File: config.mk
export PLATFORM = sky130hd
export DESIGN_NAME = operand_fetch
export DESIGN_NICKNAME = d
export VERILOG_FILES = /design/src/rtl/operand_fetch.sv
export SDC_FILE = /design/constraint.sdc
export NUM_CORES = 1
export LEC_CHECK = 0
export CORE_ASPECT_RATIO = 0.8
export CORE_MARGIN = 8
export CORE_UTILIZATION = 30
export DETAILED_ROUTE_END_ITERATION = 6
export PLACE_DENSITY_LB_ADDON = 0.05
export SLEW_MARGIN = 20
export SYNTH_ARGS = -nofsm -noshare
export SYNTH_HDL_FRONTEND = slang
export SYNTH_SLANG_ARGS = --single-unit
File: constraint.sdc
create_clock -name clk -period 5.5 [get_ports clk]
set_clock_uncertainty 0.15 [all_clocks]
set_input_delay 1.1 -clock clk [delete_from_list [all_inputs] [get_ports clk]]
set_output_delay 1.1 -clock clk [all_outputs]
set_load 0.02 [all_outputs]
File: src/rtl/operand_fetch.sv
// Two-stage operand fetch: F waits on the one-cycle register-file read, O presents
// resolved operands; write-backs are forwarded at every point an operand can go stale.
module operand_fetch #(
   parameter int DATA_WIDTH = 32,
   parameter int REG_NUM    = 32,
   localparam int AW        = $clog2(REG_NUM)
) (
   input  logic                  clk,
   input  logic                  rst,
   input  logic                  req_valid,
   output logic                  req_ready,
   input  logic [AW-1:0]         req_rs1,
   input  logic [AW-1:0]         req_rs2,
   input  logic [AW-1:0]         req_rd,
   input  logic                  wb_valid,
   input  logic [AW-1:0]         wb_addr,
   input  logic [DATA_WIDTH-1:0] wb_data,
   output logic [AW-1:0]         rs1_addr,
   output logic [AW-1:0]         rs2_addr,
   input  logic [DATA_WIDTH-1:0] rs1_data,
   input  logic [DATA_WIDTH-1:0] rs2_data,
   output logic [AW-1:0]         rd_addr,
   output logic [DATA_WIDTH-1:0] rd_data,
   output logic                  rd_wren,
   output logic                  op_valid,
   input  logic                  op_ready,
   output logic [DATA_WIDTH-1:0] op_a,
   output logic [DATA_WIDTH-1:0] op_b,
   output logic [AW-1:0]         op_rd
);

   // Handshakes: a transfer happens on a cycle where valid && ready are both high;
   // a source holds valid and its payload stable until that cycle.

   logic                  f_valid_q, f_valid_d;
   logic                  f_fresh_q, f_fresh_d;
   logic [AW-1:0]         f_rs1_q, f_rs1_d;
   logic [AW-1:0]         f_rs2_q, f_rs2_d;
   logic [AW-1:0]         f_rd_q, f_rd_d;
   logic                  f_byp_a_q, f_byp_a_d;
   logic                  f_byp_b_q, f_byp_b_d;
   logic [DATA_WIDTH-1:0] f_data_a_q, f_data_a_d;
   logic [DATA_WIDTH-1:0] f_data_b_q, f_data_b_d;

   logic                  op_valid_q, op_valid_d;
   logic [DATA_WIDTH-1:0] op_a_q, op_a_d;
   logic [DATA_WIDTH-1:0] op_b_q, op_b_d;
   logic [AW-1:0]         op_rd_q, op_rd_d;
   logic [AW-1:0]         op_rs1_q, op_rs1_d;
   logic [AW-1:0]         op_rs2_q, op_rs2_d;

   logic f_adv, accept;
   logic hit_req_a, hit_req_b, hit_f_a, hit_f_b, hit_o_a, hit_o_b;

   function automatic logic [DATA_WIDTH-1:0] resolve(
      input logic [AW-1:0]         rs,
      input logic                  hit,
      input logic [DATA_WIDTH-1:0] wdata,
      input logic                  byp,
      input logic [DATA_WIDTH-1:0] bdata,
      input logic [DATA_WIDTH-1:0] rdata
   );
      if (rs == '0)   return '0;
      else if (hit)   return wdata;
      else if (byp)   return bdata;
      else            return rdata;
   endfunction

   assign rs1_addr = req_rs1;
   assign rs2_addr = req_rs2;
   assign rd_addr  = wb_addr;
   assign rd_data  = wb_data;
   assign rd_wren  = wb_valid && (wb_addr != '0);

   assign f_adv     = f_valid_q && (!op_valid_q || op_ready);
   assign req_ready = !f_valid_q || f_adv;
   assign accept    = req_valid && req_ready;

   assign hit_req_a = rd_wren && (wb_addr == req_rs1);
   assign hit_req_b = rd_wren && (wb_addr == req_rs2);
   assign hit_f_a   = rd_wren && (wb_addr == f_rs1_q);
   assign hit_f_b   = rd_wren && (wb_addr == f_rs2_q);
   assign hit_o_a   = rd_wren && (wb_addr == op_rs1_q);
   assign hit_o_b   = rd_wren && (wb_addr == op_rs2_q);

   always_comb begin
      f_valid_d  = f_valid_q;
      f_fresh_d  = f_fresh_q;
      f_rs1_d    = f_rs1_q;
      f_rs2_d    = f_rs2_q;
      f_rd_d     = f_rd_q;
      f_byp_a_d  = f_byp_a_q;
      f_byp_b_d  = f_byp_b_q;
      f_data_a_d = f_data_a_q;
      f_data_b_d = f_data_b_q;
      if (accept) begin
         f_valid_d  = 1'b1;
         f_fresh_d  = 1'b1;
         f_rs1_d    = req_rs1;
         f_rs2_d    = req_rs2;
         f_rd_d     = req_rd;
         f_byp_a_d  = hit_req_a;
         f_byp_b_d  = hit_req_b;
         f_data_a_d = wb_data;
         f_data_b_d = wb_data;
      end else if (f_adv) begin
         f_valid_d = 1'b0;
         f_fresh_d = 1'b0;
         f_byp_a_d = 1'b0;
         f_byp_b_d = 1'b0;
      end else if (f_valid_q) begin
         // Stalled in F: the read data is only valid in the first F cycle, so
         // latch it then and keep following write-backs afterwards.
         f_fresh_d = 1'b0;
         if (hit_f_a) begin
            f_byp_a_d  = 1'b1;
            f_data_a_d = wb_data;
         end else if (f_fresh_q && !f_byp_a_q) begin
            f_byp_a_d  = 1'b1;
            f_data_a_d = rs1_data;
         end
         if (hit_f_b) begin
            f_byp_b_d  = 1'b1;
            f_data_b_d = wb_data;
         end else if (f_fresh_q && !f_byp_b_q) begin
            f_byp_b_d  = 1'b1;
            f_data_b_d = rs2_data;
         end
      end
   end

   always_comb begin
      op_valid_d = op_valid_q;
      op_a_d     = op_a_q;
      op_b_d     = op_b_q;
      op_rd_d    = op_rd_q;
      op_rs1_d   = op_rs1_q;
      op_rs2_d   = op_rs2_q;
      if (f_adv) begin
         op_valid_d = 1'b1;
         op_a_d     = resolve(f_rs1_q, hit_f_a, wb_data, f_byp_a_q, f_data_a_q, rs1_data);
         op_b_d     = resolve(f_rs2_q, hit_f_b, wb_data, f_byp_b_q, f_data_b_q, rs2_data);
         op_rd_d    = f_rd_q;
         op_rs1_d   = f_rs1_q;
         op_rs2_d   = f_rs2_q;
      end else if (op_valid_q && op_ready) begin
         op_valid_d = 1'b0;
      end else if (op_valid_q) begin
         if (hit_o_a) op_a_d = wb_data;
         if (hit_o_b) op_b_d = wb_data;
      end
   end

   always_ff @(posedge clk or negedge rst) begin
      if (!rst) begin
         f_valid_q  <= 1'b0;
         f_fresh_q  <= 1'b0;
         f_rs1_q    <= '0;
         f_rs2_q    <= '0;
         f_rd_q     <= '0;
         f_byp_a_q  <= 1'b0;
         f_byp_b_q  <= 1'b0;
         f_data_a_q <= '0;
         f_data_b_q <= '0;
         op_valid_q <= 1'b0;
         op_a_q     <= '0;
         op_b_q     <= '0;
         op_rd_q    <= '0;
         op_rs1_q   <= '0;
         op_rs2_q   <= '0;
      end else begin
         f_valid_q  <= f_valid_d;
         f_fresh_q  <= f_fresh_d;
         f_rs1_q    <= f_rs1_d;
         f_rs2_q    <= f_rs2_d;
         f_rd_q     <= f_rd_d;
         f_byp_a_q  <= f_byp_a_d;
         f_byp_b_q  <= f_byp_b_d;
         f_data_a_q <= f_data_a_d;
         f_data_b_q <= f_data_b_d;
         op_valid_q <= op_valid_d;
         op_a_q     <= op_a_d;
         op_b_q     <= op_b_d;
         op_rd_q    <= op_rd_d;
         op_rs1_q   <= op_rs1_d;
         op_rs2_q   <= op_rs2_d;
      end
   end

   assign op_valid = op_valid_q;
   assign op_a     = op_a_q;
   assign op_b     = op_b_q;
   assign op_rd    = op_rd_q;

endmodule

==> results of run 1 <==
==> registers in the layout, summed over array words and instances, names as in the netlist <==
name	flops
op_b	32
op_rd	5
op_a	32
f_byp_b_q	1
f_rd_q	5
f_fresh_q	1
f_byp_a_q	1
op_valid	1
op_rs2_q	5
f_valid_q	1
f_rs1_q	5
f_data_b_q	32
f_rs2_q	5
f_data_a_q	32
op_rs1_q	5
==> worst max-delay path by stage <==
stage,startpoint,to,slack [ps]
after floorplan,wb_addr[1],f_data_b_q[0],2130
after global placement,wb_addr[1],rd_wren,1010
after detailed placement,wb_addr[1],rd_wren,990
final,wb_addr[1],rd_wren,1010
after CTS,wb_addr[1],rd_wren,990
after global routing,wb_addr[0],rd_wren,940
==> routing by layer <==
metal / global-route usage / up-vias / wire length, um / share of wire
met4: 0.0286 / 4 / 191 / 0.0063
met3: 0.0490 / 14 / 1790 / 0.059
met1: 0.226 / 3341 / 14300 / 0.47
met2: 0.258 / 142 / 13900 / 0.46
met5: 0 / - / 27 / 0.00089
li1: - / 3142 / - / -
==> kinds of logic after synthesis <==
group,share of synthesized area
buffers and inverters,0.0728
xor gates and xnor gates,0.0276
muxes,0.275
and+or+nand+nor,0.0874
DFF,0.443
AOI/OAI and AO/OA,0.0949
==> layout make-up <==
type	instances	area, sq um	share of cell area
Multi-Input combinational cell	524	4540	0.370
Inverter	5	18.8	0.00153
Clock buffer	21	470	0.0383
Clock inverter	11	105	0.00855
Sequential cell	163	4080	0.332
Tap cell	413	517	0.0421
Timing Repair Buffer	254	2550	0.208
==> power by group <==
| group | internal (mW) | switching, mW |
|---|---|---|
| sequential | 1.45 | 0.152 |
| clock | 0.661 | 0.524 |
| combinational | 0.735 | 0.692 |
| total | 2.85 | 1.37 |
==> worst max-delay path: stages <==
cell and delay, ps:
clkdlybuf4s50_1 620, or4_4 640, o21ai_4 200, inv_2 110
clkdlybuf4s50_1 570
==> synth_stat cells (2+ instances only) <==
cell	count	area, sq um
o221a_2	32	360
nand4_1	3	18.8
nand2_1	5	18.8
mux2_1	33	372
buf_4	48	360
nor3_1	3	15.0
a21oi_1	34	170
mux2_2	95	1070
xor2_1	16	140
or4_1	2	15.0
buf_6	10	113
nand2b_1	35	219
o21ai_0	33	165
buf_2	7	35.0
xnor2_1	13	114
nand3_1	2	10.0
or3_1	32	200
nor2_1	73	274
dfrtp_1	163	4080
mux2i_1	64	641
clkbuf_1	35	131
mux2_4	30	450
buf_1	2	7.51
inv_1	4	15.0
==> through the flow <==
step | hold slack, ps | utilization
after floorplan | 325 | -
after global placement | 326 | 0.385
after detailed placement | 325 | 0.386
after CTS | 341 | 0.405
after global routing | 354 | 0.405
final | 338 | 0.405
==> results.tsv, run 1 <==
stage	metric	value	unit
clock_network	cts_tree	yes	
placement	hpwl	19.7	mm
sta	slew_violations	0	
synthesis	synth_seq_area_share	0.443	
worst_setup_path	critical_path.endpoint_type	output port	
clock_network	holdBufCountCts	0	
finish	final_area	12300	sq um
hold_path	min_from	op_b[18]	
finish	fin_cells	1391	
synthesis	synthDistinctLibCells	45	
finish	layout_commonest_cell	clkdlybuf4s50_1	
hold_path	min_path_cells	1	
run_status	status	finished, final reports clean	
sta	rsz0062_at_grt	no	
placement	dp_slack	988	ps
worst_setup_path	r2r_cells	7	
global_routing	antenna_found_initial	2	
synthesis	synth_edf_count	0	
synthesis	synthesis.nets	916	
clock_network	clk_path_buf_depth	2	
synthesis	yosys_warnings	0	
sta	final.period_utilization	0.817	
detailed_routing	drtIter0Drc	228	
die	fp-row-count	57	
global_routing	grt_overflow_total	0	
placement	dp.cells	1359	
clock_network	cts_sinks	163	
worst_setup_path	crit_fanout	8	
hold_path	hold_end	op_b[18]	
clock_network	cts-htree-levels	4	
die	die_h	173	um
detailed_routing	drt-pass1-iter-count	6	
run	maxCapViolations	0	
die	fp.coreArea	30300	sq um
die	dieArea	36600	sq um
worst_setup_path	start_kind	primary input	
global_routing	grt_max_degree	85	
clock_network	cts_buffers	17	
clock_network	cts_root_buf	clkbuf_16	
sta	finalSetupTns	0	ps
sta	finalWorstSetupSlack	1010	ps
die	ios	240	
detailed_routing	ant_nets	0	
finish	fill_cells	2956	
worst_setup_path	worstPathArrival	3240	ps
detailed_routing	wl	30.2	mm
finish	drive_gt1_frac	0.230	
global_routing	grt_pass1_wl	46.4	mm
clock_network	ctsResizeCount	0	
detailed_routing	drt-wirelength-per-cell	21.7	um
finish	synthToLayoutAreaGrowth	33.3	%
synthesis	syn_inst	795	
synthesis	syn_area	9220	sq um
global_routing	grt_pass1_vias	7210	
sta	hold_viol_final	0	
worst_setup_path	rr_endpoint	f_data_b_q[6]	
sta	finalSetupViolCount	0	
die	die_w	212	um
detailed_routing	drcViolationCount	0	
detailed_routing	vias	6643	
sta	layout_min_cycle_time	4490	ps
power_and_ir_drop	p_leak	4.89	nW
power_and_ir_drop	total_power	4.22	mW
global_routing	grt_usage	0.165	
clock_network	clk_latency	430	ps
placement	place_congestion	0.749	
sta	worst-slew-pin-transition	926	ps
clock_network	cts_setup_buffers	0	
power_and_ir_drop	powerDensity	343	nW/um^2
worst_setup_path	worstReg2RegStart	op_valid	
worst_setup_path	critical_path_class	in2out	
sta	fmax	223	MHz
power_and_ir_drop	vdd.ir_drop.worst	0.193	mV
finish	nets	1086	
worst_setup_path	cp.required	4250	ps
hold_path	min_path_type	reg2reg	
synthesis	async_flop_share	1.00	
sta	slew_headroom	0.381	
placement	portBuffers	239	
synthesis	postSynthAreaPerCell	11.6	sq um
placement	placed_area	11700	sq um
synthesis	ys_seq_elements	163	
clock_network	cts.clk_slew.worst_paths	70	ps
die	start_util	0.304	
finish	layout_common_cells	clkdlybuf4s50_1 (238), dfrtp_1 (161), mux2_2 (95)	
synthesis	synth_ff_type	dfrtp_1	
finish	num_antenna_cells	0	
detailed_routing	vias_per_cell	4.78	
worst_setup_path	r2r_slack	2740	ps
(Power assumes the default switching activity.)
==> run 2, diff against run 1 <==
==> constraint.sdc (replaced) <==
create_clock -name clk -period 4.6 [get_ports clk]
set_clock_uncertainty 0.15 [all_clocks]
set_input_delay 0.92 -clock clk [delete_from_list [all_inputs] [get_ports clk]]
set_output_delay 0.92 -clock clk [all_outputs]
set_load 0.02 [all_outputs]
==> run 2 against run 1 <==
  * Wire length is 1.3% lower
  * Clock power is 14% higher
  * Via count is 1.0% higher
  * Sequential power is 20% higher
  * Sequential share of layout area is 0.098 points lower
  * Final cell count is 0.58% higher
  * Critical path type unchanged
  * Largest cell class unchanged
  * Largest power group unchanged
==> results.tsv, run 2 (same netlist as run 1, synthesis figures left out) <==
stage	metric	value	unit	change
run_status	status	finished, final reports clean		unchanged
global_routing	grt_max_degree	81		was 85
placement	dp.cells	1366		was 1359
global_routing	grt_pass1_vias	7295		was 7210
clock_network	cts_buffers	17		unchanged
finish	layout_commonest_cell	clkdlybuf4s50_1		unchanged
clock_network	cts-htree-levels	4		unchanged
clock_network	cts_root_buf	clkbuf_16		unchanged
sta	finalWorstSetupSlack	707	ps	was 1010 ps
placement	portBuffers	239		unchanged
global_routing	use_met2	0.251		was 0.258
hold_path	min_path_type	reg2reg		unchanged
sta	worst-slew-pin-transition	1050	ps	was 926 ps
worst_setup_path	cpPeakStageDelay	560	ps	was 640 ps
global_routing	grt_overflow_total	0		unchanged
placement	dp_slack	634	ps	was 988 ps
global_routing	use_met3	0.0513		was 0.0490
worst_setup_path	worstPathArrival	2820	ps	was 3240 ps
detailed_routing	vias	6712		was 6643
sta	rsz0062_at_grt	no		unchanged
clock_network	cts.clk_slew.worst_paths	70	ps	about the same
clock_network	holdBufCountCts	0		unchanged
die	fp.coreArea	30300	sq um	unchanged
worst_setup_path	critical_path_class	in2out		unchanged
placement	hpwl	20.2	mm	was 19.7 mm
clock_network	ctsResizeCount	0		unchanged
die	ios	240		unchanged
power_and_ir_drop	p_leak	4.91	nW	was 4.89 nW
clock_network	clk_path_buf_depth	2		unchanged
power_and_ir_drop	vdd.ir_drop.worst	0.234	mV	was 0.193 mV
worst_setup_path	critPathBufInv	4		was 3
die	fp-row-count	57		unchanged
finish	fill_cells	2946		was 2956
finish	synthToLayoutAreaGrowth	33.7	%	was 33.3%
sta	hold_viol_final	0		unchanged
hold_path	min_from	op_b[4]		was op_b[18]
worst_setup_path	crit_fanout	8		unchanged
sta	finalSetupTns	0	ps	unchanged
worst_setup_path	worstReg2RegStart	f_rs2_q[2]		was op_valid
worst_setup_path	cp_cell_sequence	clkdlybuf4s50_1, buf_4, or4_4, o21ai_4, inv_2, clkdlybuf4s50_1		was clkdlybuf4s50_1, or4_4, o21ai_4, inv_2, clkdlybuf4s50_1
sta	final.period_utilization	0.846		
detailed_routing	drt-pass1-iter-count	4		was 6
clock_network	cts_tree	yes		unchanged
die	start_util	0.304		unchanged
detailed_routing	ant_nets	0		unchanged
placement	placed_area	11800	sq um	was 11700 sq um
sta	slew_violations	0		unchanged
worst_setup_path	slowest_stage	clkdlybuf4s50_1		was or4_4
global_routing	met1_usage	0.232		was 0.226
power_and_ir_drop	powerDensity	405	nW/um^2	was 343 nW/um^2
global_routing	grt_pass1_wl	47.1	mm	was 46.4 mm
die	die_h	173	um	unchanged
detailed_routing	vias_per_cell	4.80		was 4.78
worst_setup_path	startpoint	wb_addr[3]		was wb_addr[1]
detailed_routing	drcViolationCount	0		unchanged
run	maxCapViolations	0		unchanged
global_routing	grt_busiest_layer	met2		unchanged
worst_setup_path	path_delay_family	buffers and inverters		unchanged
worst_setup_path	crit_top_cell	clkdlybuf4s50_1		unchanged
worst_setup_path	cp.required	3530	ps	was 4250 ps
global_routing	grt_usage	0.166		was 0.165
clock_network	cts_sinks	163		unchanged
sta	finalSetupViolCount	0		unchanged
finish	drive_gt1_frac	0.235		was 0.230
worst_setup_path	start_kind	primary input		unchanged
clock_network	cts_setup_buffers	0		unchanged
clock_network	clk_latency	430	ps	about the same
finish	fin_cells	1399		was 1391
sta	slew_headroom	0.300		was 0.381
detailed_routing	drt-wirelength-per-cell	21.3	um	was 21.7 um
finish	layout_common_cells	clkdlybuf4s50_1 (238), dfrtp_1 (161), mux2_2 (95)		unchanged
detailed_routing	drtIter0Drc	317		was 228
placement	place_congestion	0.722		was 0.749
worst_setup_path	critical_path.endpoint_type	output port		unchanged
global_routing	antenna_found_initial	3		was 2
sta	layout_min_cycle_time	3890	ps	
finish	nets	1093		was 1086
detailed_routing	wl	29.8	mm	was 30.2 mm
die	die_w	212	um	unchanged
sta	fmax	257	MHz	
die	dieArea	36600	sq um	unchanged
finish	final_area	12300	sq um	about the same
[run 2: changes by cell type in the layout (fill, tap and decap cells not counted), sizes merged]
cell,before,now
buf,16,23
bufinv,1,0
clkbuf,21,22
clkinv,6,4
clkinvlp,4,5
diode,0,1
inv,5,6
[run 2: final cells by class]
class | instances | area, sq um | area share
inverter | 5 | 18.8 | 0.00152
tap | 413 | 517 | 0.0419
antenna | 1 | 2.50 | 0.000203
clock inverter | 10 | 77.6 | 0.00630
sequential | 163 | 4080 | 0.331
clock buffer | 22 | 474 | 0.0385
multi-input combinational | 524 | 4540 | 0.369
timing repair buffer | 261 | 2610 | 0.212
[run 2: final timing paths]
kind / to / slack (ps) / cells after the start
setup / recovery: rd_wren / 710 / 6
hold reg to reg: op_b[4] / 340 / 1
hold / removal: op_b[4] / 340 / 1
max in group asynchronous: f_byp_a_q / 2960 / 2
min in group asynchronous: f_rs1_q[0] / 370 / 1
setup reg to reg: op_b[18] / 1840 / 5
[run 2: stage by stage]
stage                     utilization  power, mW  hold WS, ps
after detailed placement        0.388       3.68          328
after global routing            0.406       5.29          363
after CTS                       0.406       5.09          345
final                           0.407       4.99          339
after global placement          0.388       3.68          323
after floorplan                     -       2.93          325
[run 2: report_power, final]
| part | switching, mW | leakage [nW] | internal, mW |
|---|---|---|---|
| clock network | 0.626 | 0.255 | 0.738 |
| registers | 0.196 | 1.90 | 1.74 |
| logic | 0.808 | 2.75 | 0.886 |
| total | 1.63 | 4.91 | 3.36 |
[run 2: layer usage]
metal,up-vias,part of all wire
met5,-,0.0012
met2,139,0.45
met4,6,0.0091
met1,3377,0.48
li1,3164,-
met3,26,0.057
[run 2: worst reg2reg max path, stage by stage, from the launching register on]
cell,delay [ps]
dfrtp_1,430
or4_1,570
nor2_4,810
nor2_1,130
mux2_2,290
mux2_1,280
==> run 3, diff against run 2 <==
==> constraint.sdc (replaced) <==
create_clock -name clk -period 3.3 [get_ports clk]
set_clock_uncertainty 0.15 [all_clocks]
set_input_delay 0.66 -clock clk [delete_from_list [all_inputs] [get_ports clk]]
set_output_delay 0.66 -clock clk [all_outputs]
set_load 0.02 [all_outputs]
==> run 3 against run 2 <==
  * Total power rose by 41%
  * Core utilization is 0.91 points higher
  * Clock power is 39% higher
  * Wire length grew 2.8%
  * Final cell count rose by 1.8%
  * Sequential share of layout area decreased by 0.73 points
  * Setup slack worse by 420 ps
  * Final area is 2.2% higher
==> results.tsv, run 3 (same netlist as run 1, synthesis figures left out) <==
stage	metric	value	unit	change
placement	placed_area	12100	sq um	was 11800 sq um
worst_setup_path	worstPathArrival	2200	ps	was 2820 ps
placement	hpwl	21.7	mm	was 20.2 mm
global_routing	grt_busiest_layer	met2		unchanged
sta	worst-slew-pin-transition	912	ps	was 1050 ps
clock_network	clk_latency	430	ps	about the same
finish	fill_cells	2915		was 2946
worst_setup_path	cpPeakStageDelay	690	ps	was 560 ps
detailed_routing	vias	6752		was 6712
die	dieArea	36600	sq um	unchanged
worst_setup_path	worstSetupPathDepth	5		was 6
die	ios	240		unchanged
die	die_h	173	um	unchanged
finish	layout_common_cells	clkdlybuf4s50_1 (237), dfrtp_1 (161), mux2_2 (95)		was clkdlybuf4s50_1 (238), dfrtp_1 (161), mux2_2 (95)
worst_setup_path	path_delay_family	buffers and inverters		unchanged
worst_setup_path	critical_path_class	in2out		unchanged
worst_setup_path	cp.required	2490	ps	was 3530 ps
finish	drive_gt1_frac	0.255		was 0.235
worst_setup_path	crit_top_cell	clkdlybuf4s50_1		unchanged
global_routing	grt_pass1_vias	7387		was 7295
sta	layout_min_cycle_time	3010	ps	
global_routing	antenna_found_initial	2		was 3
power_and_ir_drop	p_leak	5.07	nW	was 4.91 nW
die	fp-row-count	57		unchanged
worst_setup_path	worstReg2RegStart	f_rs2_q[2]		unchanged
power_and_ir_drop	powerDensity	557	nW/um^2	was 405 nW/um^2
clock_network	cts_tree	yes		unchanged
hold_path	min_path_type	in2async		was reg2reg
sta	finalSetupViolCount	0		unchanged
global_routing	use_met3	0.0450		was 0.0513
finish	final_area	12600	sq um	was 12300 sq um
detailed_routing	drt-pass1-iter-count	4		unchanged
detailed_routing	vias_per_cell	4.74		was 4.80
worst_setup_path	start_kind	primary input		unchanged
worst_setup_path	r2r_slack	690	ps	was 1840 ps
die	die_w	212	um	unchanged
die	fp.coreArea	30300	sq um	unchanged
worst_setup_path	startpoint	op_ready		was wb_addr[3]
global_routing	grt_max_degree	57		was 81
worst_setup_path	r2r_cells	6		was 5
detailed_routing	wl	30.6	mm	was 29.8 mm
global_routing	grt_pass1_wl	47.6	mm	was 47.1 mm
worst_setup_path	cp_cell_sequence	clkdlybuf4s50_1, nand2b_1, nor2_1, inv_1, clkdlybuf4s50_1		was clkdlybuf4s50_1, buf_4, or4_4, o21ai_4, inv_2, clkdlybuf4s50_1
clock_network	cts_root_buf	clkbuf_16		unchanged
sta	slew_headroom	0.392		was 0.300
global_routing	grt_overflow_total	0		unchanged
finish	utilization	0.416		was 0.407
placement	place_congestion	0.725		was 0.722
sta	rsz0062_at_grt	no		unchanged
power_and_ir_drop	vdd.ir_drop.worst	0.356	mV	was 0.234 mV
finish	num_antenna_cells	0		was 1
run_status	status	finished, final reports clean		unchanged
worst_setup_path	critical_path.endpoint_type	output port		unchanged
worst_setup_path	slowest_stage	clkdlybuf4s50_1		unchanged
clock_network	cts-htree-levels	4		unchanged
global_routing	met1_usage	0.230		was 0.232
clock_network	cts.clk_slew.worst_paths	70	ps	about the same
placement	portBuffers	239		unchanged
run	maxCapViolations	0		unchanged
sta	hold_viol_final	0		unchanged
die	start_util	0.304		unchanged
detailed_routing	drt-wirelength-per-cell	21.5	um	was 21.3 um
finish	synthToLayoutAreaGrowth	36.7	%	was 33.7%
global_routing	use_met2	0.269		was 0.251
detailed_routing	ant_nets	0		unchanged
clock_network	cts_buffers	17		unchanged
sta	final.period_utilization	0.911		
finish	layout_commonest_cell	clkdlybuf4s50_1		unchanged
global_routing	grt_usage	0.169		was 0.166
sta	fmax	332	MHz	
finish	nets	1119		was 1093
clock_network	clk_path_buf_depth	2		unchanged
detailed_routing	drcViolationCount	0		unchanged
sta	slew_violations	0		unchanged
worst_setup_path	crit_fanout	4		was 8
detailed_routing	drtIter0Drc	224		was 317
worst_setup_path	critPathBufInv	3		was 4
clock_network	cts_sinks	163		unchanged
[run 3: report_power, final]
part	total [mW]	internal, mW	switching, mW
registers	2.72	2.42	0.296
clock network	1.89	0.994	0.894
logic	2.42	1.29	1.12
total	7.02	4.71	2.31
[run 3: metal layers]
layer	up-vias	routed length (um)
li1	3212	-
met1	3378	14700
met2	144	14100
met3	14	1660
met4	4	222
met5	-	28
[run 3: worst paths after layout]
check                                  to
setup / recovery                req_ready
hold / removal                    op_b[1]
setup reg to reg                 op_b[18]
hold reg to reg                  op_b[29]
max in group asynchronous  f_data_b_q[12]
min in group clk                 op_b[29]
[run 3: metrics by stage]
stage / setup slack [ps] / cells / power [mW] / TNS (ps) / hold slack (ps)
CTS: 20.6 / 1424 / 7.16 / 0 / 73.4
detailed placement: -0.710 / 1392 / 5.21 / -0.710 / 335
global route: 232 / 1424 / 7.42 / 0 / 92.9
floorplan: 369 / 795 / 4.08 / 0 / 214
global placement: 15.6 / 1392 / 5.21 / 0 / 330
finish: 292 / 1424 / 7.02 / 0 / 67.2
[run 3: cell type report]
class / instances / area, sq um / share of cell area
Multi-Input combinational cell: 524 / 4540 / 0.361
Sequential cell: 163 / 4080 / 0.324
Timing Repair Buffer: 287 / 2890 / 0.230
Tap cell: 413 / 517 / 0.0410
Clock buffer: 19 / 443 / 0.0352
Clock inverter: 13 / 103 / 0.00814
Inverter: 5 / 18.8 / 0.00149
[run 3: repair_timing]
| action | in CTS | in global routing |
|---|---|---|
| endpoints found under the setup margin | 0 | 1 |
| resized for setup | 0 | 1 |
| buffers inserted | 0 | 0 |
| hold endpoints to repair | 0 | 0 |
| hold buffers | 0 | 0 |
[run 3: worst reg2reg max path, stage by stage, from the launching register on]
cell and delay, ps:
dfrtp_1 430, or4_1 570, nor2_4 490, buf_12 250
nor2_1 70, mux2_2 250, mux2_1 290
